**src/rtl/pipeline_hazard_control_if.sv**
```systemverilog
// Hazard-control bundle between the pipeline datapath and its sequencer.
// master: datapath side (drives hazard inputs, consumes enables/flushes/status).
// slave : sequencer side (consumes hazard inputs, drives enables/flushes/status).
interface pipeline_hazard_control_if #(
  parameter int REG_ADDR_WIDTH = 5,
  parameter int CNT_WIDTH      = 16
);
  // hazard inputs
  logic [REG_ADDR_WIDTH-1:0] id_reg_a_addr;
  logic [REG_ADDR_WIDTH-1:0] id_reg_b_addr;
  logic                      id_reg_a_used;
  logic                      id_reg_b_used;
  logic                      id_ex_mem_rd_en;
  logic                      id_ex_reg_wr_en;
  logic [REG_ADDR_WIDTH-1:0] id_ex_reg_wr_addr;
  logic                      ex_mem_select_new_pc;
  logic                      mem_wait_req;
  // pipe controls
  logic                      pc_wr_en;
  logic                      if_id_wr_en;
  logic                      if_id_flush;
  logic                      id_ex_bubble;
  logic                      ex_mem_wr_en;
  logic                      ex_mem_flush;
  // status
  logic [1:0]                state_out;
  logic [CNT_WIDTH-1:0]      stall_count;
  logic [CNT_WIDTH-1:0]      flush_count;
  logic                      timeout_err;

  modport master (
    output id_reg_a_addr, id_reg_b_addr, id_reg_a_used, id_reg_b_used,
           id_ex_mem_rd_en, id_ex_reg_wr_en, id_ex_reg_wr_addr,
           ex_mem_select_new_pc, mem_wait_req,
    input  pc_wr_en, if_id_wr_en, if_id_flush, id_ex_bubble, ex_mem_wr_en,
           ex_mem_flush, state_out, stall_count, flush_count, timeout_err
  );

  modport slave (
    input  id_reg_a_addr, id_reg_b_addr, id_reg_a_used, id_reg_b_used,
           id_ex_mem_rd_en, id_ex_reg_wr_en, id_ex_reg_wr_addr,
           ex_mem_select_new_pc, mem_wait_req,
    output pc_wr_en, if_id_wr_en, if_id_flush, id_ex_bubble, ex_mem_wr_en,
           ex_mem_flush, state_out, stall_count, flush_count, timeout_err
  );
endinterface

```
**src/rtl/pipeline_hazard_control.sv**
```systemverilog
// Purpose : execute-stage sequencer - load-use stalls, redirect squash, memory-wait freeze,
//           stall/flush statistics and a memory-wait watchdog.
// Latency : pipe controls are combinational from registered state + current inputs (0 cycles).
// Backpressure: mem_wait_req freezes every pipe enable; redirect/load-use are deferred, not lost.
// Ports   : clk, rst (async, active-high); hc (slave modport) carries hazard inputs,
//           pipe enables/flushes, state_out, stall_count, flush_count, timeout_err.
module pipeline_hazard_control #(
  parameter int REG_ADDR_WIDTH = 5,
  parameter int FLUSH_CYCLES   = 1,
  parameter int WAIT_TIMEOUT   = 255,
  parameter int CNT_WIDTH      = 16
) (
  input logic                      clk,
  input logic                      rst,
  pipeline_hazard_control_if.slave hc
);

  typedef enum logic [1:0] {
    ST_RUN      = 2'd0,
    ST_FLUSH    = 2'd1,
    ST_MEM_WAIT = 2'd2
  } state_t;

  state_t               state;
  logic                 resume_flush;   // MEM_WAIT was entered from FLUSH
  logic [2:0]           remaining;      // squash cycles still owed after the detect cycle
  logic [CNT_WIDTH-1:0] wait_cnt;
  logic [CNT_WIDTH-1:0] stall_cnt;
  logic [CNT_WIDTH-1:0] flush_cnt;
  logic                 timeout;

  logic [REG_ADDR_WIDTH-1:0] wr_addr;
  logic                      load_use;
  logic                      flush_ctx;
  logic                      redirect;
  logic                      flush_tail;
  logic                      lu_stall;
  logic [CNT_WIDTH-1:0]      wait_nxt;

  function automatic logic [CNT_WIDTH-1:0] sat_inc(input logic [CNT_WIDTH-1:0] v);
    return (&v) ? v : v + CNT_WIDTH'(1);
  endfunction

  assign wr_addr = hc.id_ex_reg_wr_addr;

  always_comb begin
    load_use = hc.id_ex_mem_rd_en && hc.id_ex_reg_wr_en && (wr_addr != '0) &&
               ((hc.id_reg_a_used && (hc.id_reg_a_addr == wr_addr)) ||
                (hc.id_reg_b_used && (hc.id_reg_b_addr == wr_addr)));
    // Releasing MEM_WAIT evaluates the cycle as the state that was frozen.
    // Encoding 3 falls through here as RUN.
    flush_ctx  = (state == ST_FLUSH) || ((state == ST_MEM_WAIT) && resume_flush);
    redirect   = !hc.mem_wait_req && hc.ex_mem_select_new_pc;
    flush_tail = !hc.mem_wait_req && !hc.ex_mem_select_new_pc && flush_ctx;
    // Load-use is moot while squashing: the ID instruction is being flushed anyway.
    lu_stall   = !hc.mem_wait_req && !hc.ex_mem_select_new_pc && !flush_ctx && load_use;
    // The first frozen cycle (in RUN or FLUSH) counts as wait cycle 1.
    wait_nxt   = (state == ST_MEM_WAIT) ? sat_inc(wait_cnt) : CNT_WIDTH'(1);
  end

  always_comb begin
    hc.pc_wr_en     = 1'b1;
    hc.if_id_wr_en  = 1'b1;
    hc.if_id_flush  = 1'b0;
    hc.id_ex_bubble = 1'b0;
    hc.ex_mem_wr_en = 1'b1;
    hc.ex_mem_flush = 1'b0;
    if (hc.mem_wait_req) begin
      hc.pc_wr_en     = 1'b0;
      hc.if_id_wr_en  = 1'b0;
      hc.ex_mem_wr_en = 1'b0;
    end else if (redirect) begin
      hc.if_id_flush  = 1'b1;
      hc.id_ex_bubble = 1'b1;
      hc.ex_mem_flush = 1'b1;
    end else if (flush_tail) begin
      // Wrong-path work already past EX/MEM is gone; only the front end keeps squashing.
      hc.if_id_flush  = 1'b1;
      hc.id_ex_bubble = 1'b1;
    end else if (lu_stall) begin
      hc.pc_wr_en     = 1'b0;
      hc.if_id_wr_en  = 1'b0;
      hc.id_ex_bubble = 1'b1;
    end
  end

  always_ff @(posedge clk or posedge rst) begin
    if (rst) begin
      state        <= ST_RUN;
      resume_flush <= 1'b0;
      remaining    <= 3'd0;
      wait_cnt     <= '0;
      stall_cnt    <= '0;
      flush_cnt    <= '0;
      timeout      <= 1'b0;
    end else if (hc.mem_wait_req) begin
      state     <= ST_MEM_WAIT;
      wait_cnt  <= wait_nxt;
      stall_cnt <= sat_inc(stall_cnt);
      if (state != ST_MEM_WAIT) begin
        resume_flush <= (state == ST_FLUSH);
      end
      if (wait_nxt == CNT_WIDTH'(WAIT_TIMEOUT)) begin
        timeout <= 1'b1;
      end
    end else begin
      wait_cnt <= '0;
      if (redirect) begin
        flush_cnt <= sat_inc(flush_cnt);
        remaining <= 3'(FLUSH_CYCLES - 1);
        state     <= (FLUSH_CYCLES > 1) ? ST_FLUSH : ST_RUN;
      end else if (flush_tail) begin
        if (remaining <= 3'd1) begin
          remaining <= 3'd0;
          state     <= ST_RUN;
        end else begin
          remaining <= remaining - 3'd1;
          state     <= ST_FLUSH;
        end
      end else begin
        state <= ST_RUN;
        if (lu_stall) begin
          stall_cnt <= sat_inc(stall_cnt);
        end
      end
    end
  end

  assign hc.state_out   = state;
  assign hc.stall_count = stall_cnt;
  assign hc.flush_count = flush_cnt;
  assign hc.timeout_err = timeout;

endmodule

```
**src/flat_wrapper.sv**
```systemverilog
// flat-port wrapper written by rule: the top's interface ports become plain ports
module pipeline_hazard_control_flat 
#(
  parameter int REG_ADDR_WIDTH = 5,
  parameter int FLUSH_CYCLES   = 1,
  parameter int WAIT_TIMEOUT   = 255,
  parameter int CNT_WIDTH      = 16
)
  (clk, rst, hc_id_reg_a_addr, hc_id_reg_b_addr, hc_id_reg_a_used, hc_id_reg_b_used, hc_id_ex_mem_rd_en, hc_id_ex_reg_wr_en, hc_id_ex_reg_wr_addr, hc_ex_mem_select_new_pc, hc_mem_wait_req, hc_pc_wr_en, hc_if_id_wr_en, hc_if_id_flush, hc_id_ex_bubble, hc_ex_mem_wr_en, hc_ex_mem_flush, hc_state_out, hc_stall_count, hc_flush_count, hc_timeout_err);
  pipeline_hazard_control_if #(.REG_ADDR_WIDTH(REG_ADDR_WIDTH), .CNT_WIDTH(CNT_WIDTH)) hc_i ();
  input logic clk;
  input logic rst;
  input wire logic [$bits(hc_i.id_reg_a_addr)-1:0] hc_id_reg_a_addr;
  input wire logic [$bits(hc_i.id_reg_b_addr)-1:0] hc_id_reg_b_addr;
  input wire logic [$bits(hc_i.id_reg_a_used)-1:0] hc_id_reg_a_used;
  input wire logic [$bits(hc_i.id_reg_b_used)-1:0] hc_id_reg_b_used;
  input wire logic [$bits(hc_i.id_ex_mem_rd_en)-1:0] hc_id_ex_mem_rd_en;
  input wire logic [$bits(hc_i.id_ex_reg_wr_en)-1:0] hc_id_ex_reg_wr_en;
  input wire logic [$bits(hc_i.id_ex_reg_wr_addr)-1:0] hc_id_ex_reg_wr_addr;
  input wire logic [$bits(hc_i.ex_mem_select_new_pc)-1:0] hc_ex_mem_select_new_pc;
  input wire logic [$bits(hc_i.mem_wait_req)-1:0] hc_mem_wait_req;
  output wire logic [$bits(hc_i.pc_wr_en)-1:0] hc_pc_wr_en;
  output wire logic [$bits(hc_i.if_id_wr_en)-1:0] hc_if_id_wr_en;
  output wire logic [$bits(hc_i.if_id_flush)-1:0] hc_if_id_flush;
  output wire logic [$bits(hc_i.id_ex_bubble)-1:0] hc_id_ex_bubble;
  output wire logic [$bits(hc_i.ex_mem_wr_en)-1:0] hc_ex_mem_wr_en;
  output wire logic [$bits(hc_i.ex_mem_flush)-1:0] hc_ex_mem_flush;
  output wire logic [$bits(hc_i.state_out)-1:0] hc_state_out;
  output wire logic [$bits(hc_i.stall_count)-1:0] hc_stall_count;
  output wire logic [$bits(hc_i.flush_count)-1:0] hc_flush_count;
  output wire logic [$bits(hc_i.timeout_err)-1:0] hc_timeout_err;
  assign hc_i.id_reg_a_addr = hc_id_reg_a_addr;
  assign hc_i.id_reg_b_addr = hc_id_reg_b_addr;
  assign hc_i.id_reg_a_used = hc_id_reg_a_used;
  assign hc_i.id_reg_b_used = hc_id_reg_b_used;
  assign hc_i.id_ex_mem_rd_en = hc_id_ex_mem_rd_en;
  assign hc_i.id_ex_reg_wr_en = hc_id_ex_reg_wr_en;
  assign hc_i.id_ex_reg_wr_addr = hc_id_ex_reg_wr_addr;
  assign hc_i.ex_mem_select_new_pc = hc_ex_mem_select_new_pc;
  assign hc_i.mem_wait_req = hc_mem_wait_req;
  assign hc_pc_wr_en = hc_i.pc_wr_en;
  assign hc_if_id_wr_en = hc_i.if_id_wr_en;
  assign hc_if_id_flush = hc_i.if_id_flush;
  assign hc_id_ex_bubble = hc_i.id_ex_bubble;
  assign hc_ex_mem_wr_en = hc_i.ex_mem_wr_en;
  assign hc_ex_mem_flush = hc_i.ex_mem_flush;
  assign hc_state_out = hc_i.state_out;
  assign hc_stall_count = hc_i.stall_count;
  assign hc_flush_count = hc_i.flush_count;
  assign hc_timeout_err = hc_i.timeout_err;
  pipeline_hazard_control #(.REG_ADDR_WIDTH(REG_ADDR_WIDTH), .FLUSH_CYCLES(FLUSH_CYCLES), .WAIT_TIMEOUT(WAIT_TIMEOUT), .CNT_WIDTH(CNT_WIDTH)) u_core (.clk(clk), .rst(rst), .hc(hc_i));
endmodule
```
**config.mk**
```make
export PLATFORM = sky130hd
export DESIGN_NAME = pipeline_hazard_control_flat
export DESIGN_NICKNAME = d
export VERILOG_FILES = /design/src/rtl/pipeline_hazard_control_if.sv /design/src/rtl/pipeline_hazard_control.sv /design/src/flat_wrapper.sv
export SDC_FILE = /design/constraint.sdc
export NUM_CORES = 1
export LEC_CHECK = 0
export ABC_CLOCK_PERIOD_IN_PS = 2900
export CORE_MARGIN = 2
export CORE_UTILIZATION = 33
export DETAILED_ROUTE_END_ITERATION = 12
export GPL_TIMING_DRIVEN = 0
export PLACE_DENSITY_LB_ADDON = 0.05
export SYNTH_ARGS = -nofsm -noshare
export SYNTH_HDL_FRONTEND = slang
export SYNTH_SLANG_ARGS = --single-unit
export TNS_END_PERCENT = 10
```
**constraint.sdc**
```tcl
create_clock -name clk -period 2.9 [get_ports clk]
set_clock_uncertainty 0.1 [all_clocks]
set_input_delay 0.725 -clock clk [delete_from_list [all_inputs] [get_ports clk]]
set_output_delay 0.725 -clock clk [all_outputs]
set_load 0.01 [all_outputs]
```
==> summary.md <==
| Metric | Value |
|---|---|
| Run status | `complete, but fails checks` |
| Failing checks | `negative setup slack` |
| Core area | `0.00876 sq mm` |
| Initial Utilization | `0.341` |
| Share of cells above drive strength 1 | `0.154` |
| Sequential element share of the synthesized area | `0.460` |
| Post-synth EDFFs | `0` |
| CP Data Required Time | `2.08 ns` |
| Die area | `0.00984 sq mm` |
| Period minus WS final | `3.01 ns` |
| CTS max path bufs | `2` |
| Synth Register Bits | `55` |
| Main combinational cell family by area after synthesis | `simple AND/OR/NAND/NOR gates` |
| Pwr per Cell Area | `484 mW/mm^2` |
| Mapped Area | `0.00299 sq mm` |
| Yosys cell types | `51` |
| Setup slack, reg-to-reg | `0.25 ns` |
| Critical path buffer and inverter count | `5` |
| Cell Rows | `34` |
| Clock root cell | `clkbuf_8` |
| Routed wire length | `6.97 mm` |
| Worst setup EP type | `primary output` |
| Global route overflow | `0` |
| Setup ws final | `-0.113 ns` |
| Final Util | `0.450` |
| H-Tree Depth | `2` |
| Worst-path cell chain | `buf_8 > or4_4 > o211ai_1 > a21o_1 > a21oi_4 > buf_6 > inv_4 > buf_6 > buf_6` |
| Leak | `1.68 nW` |
| Die width | `99.2 microns` |
| Number of routed nets with antenna violations | `0` |
| Fill cell count | `857` |
| Critical path class | `input pin to primary output` |
| Yosys warns | `0` |
| Global-route wire length before repair | `12.2 mm` |
| Maxcap violations | `0` |
| Slowest library cell on the worst path | `or4_4` |
| Worst-Margin Slew | `0.577 ns` |
| Synth Area in XOR/XNOR | `0.152` |
| Reg-to-Reg End | `u_core.hc.timeout_err$_DFFE_PP0P_` |
| FF-to-FF Start | `u_core.wait_cnt[0]$_DFF_PP0_` |
| Syn Inst Count | `304` |
| Cells on worst reg2reg path | `9` |
| CTS clk-pin slew, worst paths | `0.09 ns` |
| Placer Congestion | `0.775` |
| Antenna violations before repair | `0` |
| Tcrit/Tclk final | `1.04` |
| Clock sinks | `55` |
| Largest net degree at the start of global routing | `31` |
| CTS Buf Count | `5` |
| PortBufs | `63` |
| Tot GR Track Use | `0.151` |
| Drt wl/cell | `14.2 microns` |
| Net Count, Synth | `332` |
| Synth-to-layout area growth | `32.0%` |
| Setup_tns | `-0.269 ns` |
| VDD IR max | `0.308 mV` |
| Placed standard-cell area | `0.00378 sq mm` |
| IO Count | `64` |
| Fmax | `332 MHz` |
| # setup viols final | `3` |
| Vias in the first global route | `2628` |
| Worst skew pair latency | `0.31 ns` |
| DP HPWL | `5.10 mm` |
| Post-synthesis mux area share | `0.00753` |
| Final Hold Viols | `0` |
| Synth Area in Compound Gates | `0.0741` |
| Asr flop ratio synth | `1.00` |
| Via density | `5.02` |
| Crit path capture | `hc_pc_wr_en` |
| Worst-path maximum fanout | `3` |
| ANT cells | `0` |
| DRT Pass-1 Iters | `5` |
| Synth Area in Simple Gates | `0.250` |
| Crit path max-delay family | `simple AND/OR/NAND/NOR gates` |
| Starting DRT DRC Count | `78` |
| Worst Min Path Start | `u_core.hc.timeout_err$_DFFE_PP0P_` |
| Adder-cell share of the synthesized area | `0.0209` |
| Top cell by count, worst path | `buf_6` |
| Critical Path Stages | `9` |
| Critical Path Max Stage Delay | `0.52 ns` |
| CP Launch Point | `hc_id_ex_reg_wr_addr[2]` |
| Height of the die | `99.2 microns` |
| WP data arrival | `2.19 ns` |
| Hold Crit Class | `flop to flop` |
| Vias | `2461` |
| Final #Nets | `409` |
| CTS tree | `yes` |
| Slew margin rel. | `0.615` |
| Non-Filler Cell Area, Final | `0.00395 sq mm` |
| Crit start category | `input pin` |
| Hold slack | `0.397 ns` |
| RSZ-0062 raised after global routing | `yes` |
| Remaining DRCs | `0` |
| Hold-fix buffers, CTS | `0` |
| Synth Flop Type | `dfrtp_1` |
| Max-slew violation count | `0` |
| Syn_area_per_cell | `9.83 sq um` |
registers in the layout, indices dropped and copies added (netlist names):
| register | count |
|---|---|
| u_core.hc.flush_count | 16 |
| u_core.hc.stall_count | 16 |
| u_core.wait_cnt | 16 |
| u_core.remaining | 3 |
| u_core.hc.state_out | 2 |
| u_core.hc.timeout_err | 1 |
| u_core.resume_flush | 1 |
cell usage after synthesis (all sizes together) (2+ instances only):
cell	n	area, sq um
a31oi	2	12.5
clkbuf	5	20.0
nand2	27	101
nor4	4	25.0
nor2b	5	31.3
nand2b	2	12.5
o21ai	6	30.0
nand3	18	95.1
and4	5	45.0
nor2	24	92.6
xnor2	37	324
inv	9	33.8
ha	5	62.6
buf	7	48.8
and3	15	95.1
dfrtp	55	1380
xor2	15	131
a21oi	12	63.8
or4	3	26.3
nor3	8	50.1
mux2	2	22.5
nand4	18	119
and2	4	25.0
layout make-up:
| type | instances | area, sq um | share of cell area |
|---|---|---|---|
| Buffer | 12 | 78.8 | 0.0200 |
| Clock buffer | 6 | 82.6 | 0.0209 |
| Clock inverter | 2 | 17.5 | 0.00444 |
| Inverter | 9 | 36.3 | 0.00919 |
| Multi-Input combinational cell | 228 | 1560 | 0.396 |
| Sequential cell | 55 | 1380 | 0.349 |
| Tap cell | 108 | 135 | 0.0342 |
| Timing Repair Buffer | 70 | 658 | 0.167 |
layer usage:
layer / global-route usage / vias to the layer above / wire length [microns]
met2: 0.242 / 45 / 3310
met5: 0 / - / 0
met3: 0.0295 / 6 / 246
li1: - / 1227 / -
met4: 0.0453 / 0 / 65
met1: 0.207 / 1183 / 3340
worst min-delay path by stage:
stage,to,slack (ns),cells after the start
after floorplan,u_core.remaining[2]$_DFFE_PP0P_,0.36,1
after global placement,u_core.hc.timeout_err$_DFFE_PP0P_,0.38,1
after detailed placement,u_core.hc.timeout_err$_DFFE_PP0P_,0.37,1
after CTS,u_core.hc.timeout_err$_DFFE_PP0P_,0.39,1
after global routing,u_core.hc.timeout_err$_DFFE_PP0P_,0.41,1
final,u_core.hc.timeout_err$_DFFE_PP0P_,0.40,1
cell usage in the layout (no fill, tap or decap), types with 5 or more instances in the layout:
cell type	netlist	layout
clkbuf_8	0	6
a21oi_1	11	11
buf_6	1	6
nand2_1	27	27
ha_1	5	5
inv_1	9	7
nand4_1	17	17
xnor2_1	37	37
and3_1	14	14
nor2_1	23	22
nand3_1	17	17
dfrtp_1	55	55
clkdlybuf4s50_1	0	42
o21ai_0	6	6
buf_4	3	9
xor2_1	15	14
buf_2	3	10
nor3_1	6	6
report_power, final:
group	switching [mW]	internal, mW	total [mW]
combinational	0.208	0.277	0.485
clock	0.262	0.201	0.463
sequential	0.112	0.850	0.962
metrics by stage:
step | std cells | setup slack, ns | power (mW)
global route | 490 | -0.170 | 2.02
floorplan | 304 | 0.0165 | 1.18
detailed placement | 476 | -1.21 | 1.46
CTS | 487 | -0.0939 | 1.94
global placement | 475 | -1.26 | 1.46
finish | 490 | -0.113 | 1.91
cell families (layout without fill, tap and decap cells):
| logic type | after synthesis | in the layout |
|---|---|---|
| compound gates | 33 | 33 |
| flops | 55 | 55 |
| simple gates | 136 | 136 |
| buf+inv | 21 | 99 |
| mux | 2 | 2 |
| fa+ha+maj | 5 | 5 |
| xor+xnor | 52 | 52 |
timing repair:
item | CTS | global route
endpoints found under the setup margin | 5 | 6
pin swaps | 15 | 6
setup buffers | 3 | 3
gates resized for setup | 73 | 11
No activity file was read; power rests on OpenSTA's default activity.
